--- src/rtl/menu_pkg.sv ---
// rtl/menu_pkg.sv - scan codes, item/command encodings and FSM state type for the menu navigator
package menu_pkg;

   localparam logic [7:0] SC_EXT   = 8'hE0;
   localparam logic [7:0] SC_BRK   = 8'hF0;
   localparam logic [7:0] SC_LEFT  = 8'h6B;
   localparam logic [7:0] SC_RIGHT = 8'h74;
   localparam logic [7:0] SC_UP    = 8'h75;
   localparam logic [7:0] SC_DOWN  = 8'h72;
   localparam logic [7:0] SC_ENTER = 8'h5A;
   localparam logic [7:0] SC_ESC   = 8'h76;

   localparam logic [2:0] ITEM_OPEN  = 3'd1;
   localparam logic [2:0] ITEM_SAVE  = 3'd2;
   localparam logic [2:0] ITEM_EXIT  = 3'd3;
   localparam logic [2:0] ITEM_CAPS  = 3'd4;
   localparam logic [2:0] ITEM_COLOR = 3'd5;
   localparam logic [2:0] ITEM_SIZE  = 3'd6;

   localparam logic [1:0] CMD_NONE = 2'd0;
   localparam logic [1:0] CMD_OPEN = 2'd1;
   localparam logic [1:0] CMD_SAVE = 2'd2;
   localparam logic [1:0] CMD_EXIT = 2'd3;

   typedef logic [1:0] menu_state_t;
   localparam menu_state_t ST_TEXT     = 2'd0;
   localparam menu_state_t ST_DIALOG   = 2'd1;
   localparam menu_state_t ST_CMD_WAIT = 2'd2;

   typedef struct packed {
      logic left;
      logic right;
      logic up;
      logic down;
      logic enter;
      logic esc;
   } key_act_t;

   // Arrows exist only as extended codes; Enter is accepted from either keypad.
   function automatic key_act_t decode_key(input logic ext, input logic [7:0] code);
      key_act_t k;
      k       = '0;
      k.left  = ext && (code == SC_LEFT);
      k.right = ext && (code == SC_RIGHT);
      k.up    = ext && (code == SC_UP);
      k.down  = ext && (code == SC_DOWN);
      k.enter = (code == SC_ENTER);
      k.esc   = !ext && (code == SC_ESC);
      return k;
   endfunction

endpackage

--- src/rtl/ps2_make_filter.sv ---
// rtl/ps2_make_filter.sv - strips E0/F0 prefixes and passes through make codes only
module ps2_make_filter
   import menu_pkg::*;
(
   input  logic       clk,
   input  logic       reset,
   input  logic       key_valid,
   input  logic [7:0] key_code,
   output logic       make_valid,
   output logic       make_ext,
   output logic [7:0] make_code
);

   logic ext_flag;
   logic brk_flag;
   logic is_prefix;

   assign is_prefix  = (key_code == SC_EXT) || (key_code == SC_BRK);
   // Combinational on the final byte so the consumer can register its outputs on the same edge.
   assign make_valid = key_valid && !is_prefix && !brk_flag;
   assign make_ext   = ext_flag;
   assign make_code  = key_code;

   always_ff @(posedge clk or negedge reset) begin
      if (!reset) begin
         ext_flag <= 1'b0;
         brk_flag <= 1'b0;
      end else if (key_valid) begin
         if (key_code == SC_EXT) begin
            ext_flag <= 1'b1;
         end else if (key_code == SC_BRK) begin
            brk_flag <= 1'b1;
         end else begin
            ext_flag <= 1'b0;
            brk_flag <= 1'b0;
         end
      end
   end

endmodule

--- src/rtl/menu_nav_ctrl.sv ---
// rtl/menu_nav_ctrl.sv - keyboard-driven text menu bar with confirmation dialog and command handshake
module menu_nav_ctrl
   import menu_pkg::*;
#(
   parameter int NUM_TOP_ITEMS = 6
) (
   input  logic       clk,
   input  logic       reset,
   input  logic       key_valid,
   input  logic [7:0] key_code,
   output logic [2:0] item_selector,
   output logic       window_selector,
   output logic       cmd_valid,
   output logic [1:0] cmd_code,
   input  logic       cmd_ready,
   output logic       caps_on,
   output logic [2:0] color_idx,
   output logic [1:0] size_idx
);

   localparam logic [2:0] LAST_ITEM = 3'(NUM_TOP_ITEMS);

   logic        make_valid;
   logic        make_ext;
   logic [7:0]  make_code;
   key_act_t    act;

   menu_state_t state, state_n;
   logic [2:0]  top_item, top_item_n;
   logic        dlg_item, dlg_item_n;
   logic [1:0]  pending, pending_n;
   logic        caps_n;
   logic [2:0]  color_n;
   logic [1:0]  size_n;
   logic        cmd_valid_n;
   logic [1:0]  cmd_code_n;

   ps2_make_filter u_filter (
      .clk        (clk),
      .reset      (reset),
      .key_valid  (key_valid),
      .key_code   (key_code),
      .make_valid (make_valid),
      .make_ext   (make_ext),
      .make_code  (make_code)
   );

   assign act = make_valid ? decode_key(make_ext, make_code) : '0;

   always_comb begin
      state_n     = state;
      top_item_n  = top_item;
      dlg_item_n  = dlg_item;
      pending_n   = pending;
      caps_n      = caps_on;
      color_n     = color_idx;
      size_n      = size_idx;
      cmd_valid_n = cmd_valid;
      cmd_code_n  = cmd_code;
      case (state)
         ST_TEXT: begin
            if (act.right) begin
               top_item_n = (top_item == LAST_ITEM) ? ITEM_OPEN : top_item + 3'd1;
            end else if (act.left) begin
               top_item_n = (top_item == ITEM_OPEN) ? LAST_ITEM : top_item - 3'd1;
            end else if (act.enter) begin
               case (top_item)
                  ITEM_OPEN, ITEM_SAVE, ITEM_EXIT: begin
                     // Item numbers 1..3 coincide with the command codes.
                     state_n    = ST_DIALOG;
                     pending_n  = top_item[1:0];
                     dlg_item_n = 1'b0;
                  end
                  ITEM_CAPS:  caps_n  = !caps_on;
                  ITEM_COLOR: color_n = color_idx + 3'd1;
                  ITEM_SIZE:  size_n  = size_idx + 2'd1;
                  default: ;
               endcase
            end
         end
         ST_DIALOG: begin
            if (act.up) begin
               dlg_item_n = 1'b0;
            end else if (act.down) begin
               dlg_item_n = 1'b1;
            end else if (act.enter) begin
               if (!dlg_item) begin
                  state_n     = ST_CMD_WAIT;
                  cmd_valid_n = 1'b1;
                  cmd_code_n  = pending;
               end else begin
                  state_n   = ST_TEXT;
                  pending_n = CMD_NONE;
               end
            end else if (act.esc) begin
               state_n   = ST_TEXT;
               pending_n = CMD_NONE;
            end
         end
         ST_CMD_WAIT: begin
            if (cmd_ready) begin
               state_n     = ST_TEXT;
               cmd_valid_n = 1'b0;
               cmd_code_n  = CMD_NONE;
               pending_n   = CMD_NONE;
            end
         end
         default: begin
            state_n     = ST_TEXT;
            cmd_valid_n = 1'b0;
            cmd_code_n  = CMD_NONE;
         end
      endcase
   end

   always_ff @(posedge clk or negedge reset) begin
      if (!reset) begin
         state           <= ST_TEXT;
         top_item        <= ITEM_OPEN;
         dlg_item        <= 1'b0;
         pending         <= CMD_NONE;
         caps_on         <= 1'b0;
         color_idx       <= 3'd0;
         size_idx        <= 2'd0;
         cmd_valid       <= 1'b0;
         cmd_code        <= CMD_NONE;
         item_selector   <= ITEM_OPEN;
         window_selector <= 1'b1;
      end else begin
         state           <= state_n;
         top_item        <= top_item_n;
         dlg_item        <= dlg_item_n;
         pending         <= pending_n;
         caps_on         <= caps_n;
         color_idx       <= color_n;
         size_idx        <= size_n;
         cmd_valid       <= cmd_valid_n;
         cmd_code        <= cmd_code_n;
         // Renderer outputs follow the next state so they settle on the same edge as the key.
         window_selector <= (state_n != ST_DIALOG);
         item_selector   <= (state_n == ST_DIALOG) ? {2'b00, dlg_item_n} : top_item_n;
      end
   end

endmodule
--- config.mk ---
export PLATFORM = sky130hd
export DESIGN_NAME = menu_nav_ctrl
export DESIGN_NICKNAME = d
export VERILOG_FILES = /design/src/rtl/menu_pkg.sv /design/src/rtl/ps2_make_filter.sv /design/src/rtl/menu_nav_ctrl.sv
export SDC_FILE = /design/constraint.sdc
export NUM_CORES = 1
export LEC_CHECK = 0
export ABC_CLOCK_PERIOD_IN_PS = 3350
export BUFFER_PORTS_ARGS = -buffer_cell sky130_fd_sc_hd__buf_2
export CORE_ASPECT_RATIO = 1.75
export CORE_MARGIN = 2
export CORE_UTILIZATION = 49
export CTS_CLUSTER_SIZE = 20
export DETAILED_ROUTE_END_ITERATION = 12
export PLACE_DENSITY_LB_ADDON = 0.05
export SLEW_MARGIN = 10
export SYNTH_ARGS = -nofsm -noshare
export SYNTH_HDL_FRONTEND = slang
export SYNTH_SLANG_ARGS = --single-unit
--- constraint.sdc ---
create_clock -name clk -period 3.35 [get_ports clk]
set_clock_uncertainty 0.2 [all_clocks]
set_input_delay 0.335 -clock clk [delete_from_list [all_inputs] [get_ports clk]]
set_output_delay 0.335 -clock clk [all_outputs]
set_load 0.005 [all_outputs]
After elaboration in Yosys (flattened, before gate mapping)
Index checks and enable logic that the tools add are counted.

storage, ports and cells
  flip-flop bits (word level) = 23
  bits in latches = 0
  bits in writable memories = 0
  bits in read-only memories = 0
  output and inout bits = 13
  memories = 0

cells by class
  add/sub/neg operators = 4
  $mul = 0
  divide/modulo/power cells = 0
  order comparisons = 0
  equal/unequal tests = 30
  shift operators = 0
  mux-type cells = 50
  bitwise gates (word level) = 4
  reduce and logical (&&, ||, !) cells = 22

operators by type and width
  cell                                           count
  == test 8 x 7 -> 1 bit, second input constant  6
  2-to-1 mux 2 bit                               24
  2-to-1 mux 3 bit                               6
  one-hot mux 2 bit (3 select lines)             3
  == test 8 bit, second input constant           2
  != test 2 bit, second input constant           8
  AND reduction 5 bit                            3
  2-to-1 mux 1 bit                               14
  AND reduction 10 bit                           1
  == test 3 bit, second input constant           3
  logical AND 1 bit                              7
  adder 3 x 1 -> 3 bit, second input constant    2
  == test 3 x 2 -> 1 bit, second input constant  2
  2-to-1 mux 6 bit                               1
  != test 2 x 1 -> 1 bit, second input constant  3
  != test 3 bit, second input constant           2
  AND reduction 6 bit                            1
  == test 2 x 1 -> 1 bit, second input constant  2
  zero test 1 bit                                4
  inverter 1 bit                                 4
  AND reduction 2 bit                            2
  == test 3 x 1 -> 1 bit, second input constant  1
  one-hot mux 1 bit (3 select lines)             1
  nonzero test 3 bit                             1
  7 further kinds                                7

Logic depth before layout (Yosys ltp)
  depth after elaboration = 13
  mapped depth = 8
  depth with buffers taken out = 8

Modules after synthesis
From an unflattened synthesis, not the netlist that was laid out.

second synthesis, totals
  cells, all modules = 148
  area, all modules = 1503.9 um^2

by module, submodules not included
  module           instances  cells an instance  area an instance (um^2)  seq. area each (um^2)
  menu_nav_ctrl    1          128                1342.5                   529.3
  ps2_make_filter  1          20                 161.4                    50.0

Worst setup path before layout
No wires, ideal clock.

  kind = reg-to-reg
  from = reg top_item[0]
  to = reg item_selector[0]
  setup time = 0.082 ns
  arrival time = 2.123 ns
  data required time = 3.068 ns
  slack = 0.945 ns
  stages on the path, launching flop included = 8
  path buffers = 0
  clock period less this slack = 2.405 ns
  cell sequence = dfstp_2 ha_1 nor2_1 o21ba_2 nor4b_4 o21bai_4 nor4_4 mux2_4

on the way
  word-level cells in the longest chain between the ends = 9
  elaborated cells between the ends (all ways) = 24
  those cells by class = add/sub (2); eq/ne (5); mux (16); reduce/logical (1)

ends and longest elaborated chain
  element                                                                  line                                      text
  start, declared                                                          menu_nav_ctrl.sv:29                       logic [2:0] top_item, top_item_n;
  start signal, assigned                                                   menu_nav_ctrl.sv:131                      top_item <= top_item_n;
  == test 3 x 1 -> 1 bit / == test 3 x 2 -> 1 bit (equally long branches)  menu_nav_ctrl.sv:65, menu_nav_ctrl.sv:67
  OR reduction 3 bit                                                       menu_nav_ctrl.sv:67                       case (top_item)
  2-to-1 mux 2 bit                                                         menu_nav_ctrl.sv:67
  2-to-1 mux 2 bit                                                         menu_nav_ctrl.sv:66                       end else if (act.enter) begin
  2-to-1 mux 2 bit                                                         menu_nav_ctrl.sv:64                       end else if (act.left) begin
  2-to-1 mux 2 bit                                                         menu_nav_ctrl.sv:62                       if (act.right) begin
  one-hot mux 2 bit (3 select lines)                                       menu_nav_ctrl.sv:60                       case (state)
  == test 2 x 1 -> 1 bit                                                   menu_nav_ctrl.sv:141                      item_selector <= (state_n == ST_DIALOG) ? {2'b00, dlg_item_n} : top_item_n;
  2-to-1 mux 3 bit (*)                                                     menu_nav_ctrl.sv:141
  end signal, assigned                                                     menu_nav_ctrl.sv:141
  end, declared                                                            menu_nav_ctrl.sv:11                       output logic [2:0] item_selector,

Every way passes the cells marked *; elsewhere a longest branch is shown, timed or not.
A chain may end at the register's enable or synchronous reset.

Worst setup path in the final report
Ends and elaborated chain as after synthesis.

==> impl_metrics.csv <==
group,metric,value,unit
route,post-route-drc-count,0,
sta,fmax,0.391,GHz
floorplanning,die_x,46.1,um
sta,tns,0,ns
critical_path,crit_arrival,2.55,ns
critical_path,worstPathCellList,"inv_1, ha_1, nor2_1, o21ba_2, o31ai_1, a31oi_2, nor4_4, mux2_4",
cells_and_area,syn_to_final_growth,13.8,%
place,gp_congestion,0.883,
cells_and_area,finalNonFillerCells,203,
power_and_ir_drop,p_sw,0.151,mW
hold_path,holdPathEnd,"u_filter.brk_flag$_DFFE_PN0P_",
route,first_pass_iters,4,
power_and_ir_drop,netSwitchingFraction,0.262,
global_routing,grt_overflow,0,
synthesis,yosysWarnings,0,
critical_path,r2r_cells,8,
sta,setup_viol,0,
clock_tree,clk_pin_slew,0.08,ns
hold_path,holdCritStartpoint,"key_valid",
route,ant_nets,0,
place,dpl.hpwl,2.64,mm
global_routing,grt_max_degree,24,
floorplanning,coreArea,0.00293,sq mm
synthesis,yosysTopAreaCellShare,0.329,
power_and_ir_drop,power_density,332,mW/mm^2
synthesis,ys_seq_area_frac,0.381,
clock_tree,tritoncts,"yes",
clock_tree,insertion_delay,0.26,ns
clock_tree,clkSinkCount,23,
cells_and_area,layout-drive-gt1-share,0.286,
floorplanning,die_h,77.7,um
critical_path,slowest_delay,0.40,ns
sta,tightest_slew,0.630,ns
global_routing,grt.total_usage,0.201,
sta,hold_viol,0,
route,avgRoutedWirePerCell,15.4,um
clock_tree,clockBufferDepth,2,
power_and_ir_drop,pwr-share-comb,0.180,
cells_and_area,fin_nets,199,
critical_path,rr_endpoint,"item_selector[0]$_DFF_PN1_",
synthesis,syn-cell-area,0.00152,sq mm
synthesis,synth.largest_area_cell,"dfrtp_1",
critical_path,critPathSlowestCell,"dfstp_2",
place,place_ws,0.798,ns
sta,min_period,2.56,ns
power_and_ir_drop,peakVddDrop,0.186,mV
hold_path,min_path_type,"input pin to flop",
floorplanning,ios,25,
flow_run,cap_violations,0,
power_and_ir_drop,share_seq_of_total_power,0.533,
critical_path,r2r_slack,0.79,ns
route,drt_iter0_markers,28,
route,vias_per_cell,5.83,
power_and_ir_drop,p_clk_frac,0.287,
floorplanning,start_util,0.519,
power_and_ir_drop,intPower,0.424,mW
critical_path,path_delay_family,"compound AO/OA/AOI/OAI gates",
place,portBuffers,24,
clock_tree,cts_resized,0,
synthesis,synth_cell_types,49,
synthesis,syn_inst,146,
floorplanning,rows,26,
sta,rsz0062_at_grt,"no",
clock_tree,clock-root-buffer,"clkbuf_8",
critical_path,crit_buf_inv,1,
synthesis,synth_area_leaders,"dfrtp_1 (33%), ha_1 (9.1%), dfstp_2 (5.2%), inv_1 (3.2%), nor2_1 (3.0%)",
route,routed_wl,3.12,mm
critical_path,path_max_fanout,6,
critical_path,rr_startpoint,"top_item[0]$_DFF_PN1_",
clock_tree,cts_max_level,1,
place,place_inst,198,
route,vias,1183,
critical_path,required,3.34,ns
floorplanning,die_area,0.00358,sq mm
synthesis,ys_ff_latch,23,
sta,slew_headroom,0.574,
synthesis,synthArstFlopShare,1.00,
synthesis,synth_commonest_cells,"dfrtp_1 (20), inv_1 (13), nor2_1 (12)",
sta,slew_violations,0,
synthesis,synth-main-ff-cell,"dfrtp_1",
synthesis,synthMostInstantiatedCell,"dfrtp_1",
cells_and_area,antenna_cells,0,
synthesis,synth-edff-count,0,
clock_tree,numCtsBuffers,3,
critical_path,worstSetupPathType,"flop to flop",
cells_and_area,final_core_util,0.591,
sta,finalCritPeriodShare,0.764,
power_and_ir_drop,total_leakage_power,0.798,nW
sta,fin_ws,0.790,ns
synthesis,syn-num-nets,169,
critical_path,cp-start-kind,"flop",
global_routing,grt_pass1_wl,5.42,mm
global_routing,grt_pass1_vias,1223,
global_routing,antenna_found_initial,0,
run_status,outcome,"finished, final reports clean",
hold_path,whs_path_depth,3,
critical_path,cp-end-kind,"flop",
synthesis,syn_avg_cell_area,10.4,sq um
[power groups by stage]
stage                     Clock (mW)  Combinational [mW]  Sequential (mW)
after global placement             0               0.102            0.312
after floorplan                    0              0.0655            0.309
after CTS                      0.170               0.104            0.306
after global routing           0.186               0.115            0.309
final                          0.165               0.103            0.306
after detailed placement           0               0.103            0.312
[what timing repair did]
| action | in CTS | in global routing |
|---|---|---|
| hold endpoints to repair | 20 | 0 |
| hold buffers | 1 | 0 |
| buffers inserted | 0 | 0 |
[cell families (layout without fill, tap and decap cells)]
family,count (synthesis),count (layout),share of synthesized area
and+or+nand+nor,56,56,0.255
AOI/OAI and AO/OA,34,34,0.180
DFF,23,23,0.381
buffers and inverters,13,42,0.0321
adders and majority gates,11,11,0.0906
xor gates and xnor gates,5,5,0.0288
muxes,4,4,0.0321
[final cells by class]
cell class	instances	area [sq um]
inverters	13	48.8
multi-input cells	110	891
fillers	265	1200
well taps	28	35.0
clock buffers	4	45.0
flip-flops and latches	23	579
repair buffers	25	130
[tightest hold or removal path, delay by kind of cell]
| family | cells | cell delay, ns |
|---|---|---|
| buffers and inverters | 1 | 0.10 |
| AND/OR/NAND/NOR | 1 | 0.07 |
| AO/OA/AOI/OAI | 1 | 0.06 |
[how the worst max path moves through the flow]
stage | cells past startpoint | start | endpoint | slack, ns
finish | 8 | top_item[0]$_DFF_PN1_ | item_selector[0]$_DFF_PN1_ | 0.79
floorplan | 7 | top_item[0]$_DFF_PN1_ | item_selector[0]$_DFF_PN1_ | 0.95
CTS | 8 | top_item[0]$_DFF_PN1_ | item_selector[0]$_DFF_PN1_ | 0.78
global placement | 7 | top_item[0]$_DFF_PN1_ | item_selector[0]$_DFF_PN1_ | 0.83
detailed placement | 8 | top_item[0]$_DFF_PN1_ | item_selector[0]$_DFF_PN1_ | 0.80
global route | 6 | u_filter.brk_flag$_DFFE_PN0P_ | color_idx[1]$_DFFE_PN0P_ | 0.61
[state kept, by name, summed over array words and instances, names as in the netlist]
| register | cells |
|---|---|
| dlg_item | 1 |
| u_filter.make_ext | 1 |
| u_filter.brk_flag | 1 |
| caps_on | 1 |
| item_selector | 3 |
| state | 2 |
| cmd_code | 2 |
| cmd_valid | 1 |
| pending | 2 |
| top_item | 3 |
| color_idx | 3 |
| size_idx | 2 |
| window_selector | 1 |
[metal layers]
| metal | track usage | part of all wire | vias up |
|---|---|---|---|
| li1 | - | - | 580 |
| met1 | 0.220 | 0.38 | 566 |
| met2 | 0.374 | 0.57 | 30 |
| met3 | 0.0233 | 0.029 | 7 |
| met4 | 0.0571 | 0.015 | 0 |
| met5 | 0 | 0 | - |
[layout by cell type (no fill, tap or decap), drive strengths merged, types with 2 or more instances in the layout]
| cell type | n |
|---|---|
| a21boi | 3 |
| a21oi | 7 |
| a2bb2oi | 4 |
| and2 | 3 |
| and2b | 2 |
| and4bb | 2 |
| buf | 24 |
| clkbuf | 4 |
| dfrtp | 20 |
| dfstp | 3 |
| ha | 11 |
| inv | 13 |
| mux2 | 4 |
| nand2 | 9 |
| nand2b | 4 |
| nand3 | 5 |
| nand4 | 2 |
| nor2 | 12 |
| nor3 | 5 |
| nor3b | 2 |
| o21ai | 6 |
| o22ai | 2 |
| or3b | 2 |
| xnor2 | 5 |
[through the flow]
step | hold slack, ns | power (mW) | area, sq um
floorplan | -0.161 | 0.375 | 1520
global placement | 0.118 | 0.414 | 1670
detailed placement | 0.126 | 0.415 | 1670
CTS | 0.158 | 0.581 | 1730
global route | 0.201 | 0.610 | 1730
finish | 0.154 | 0.574 | 1730
(Power assumes the default switching activity.)
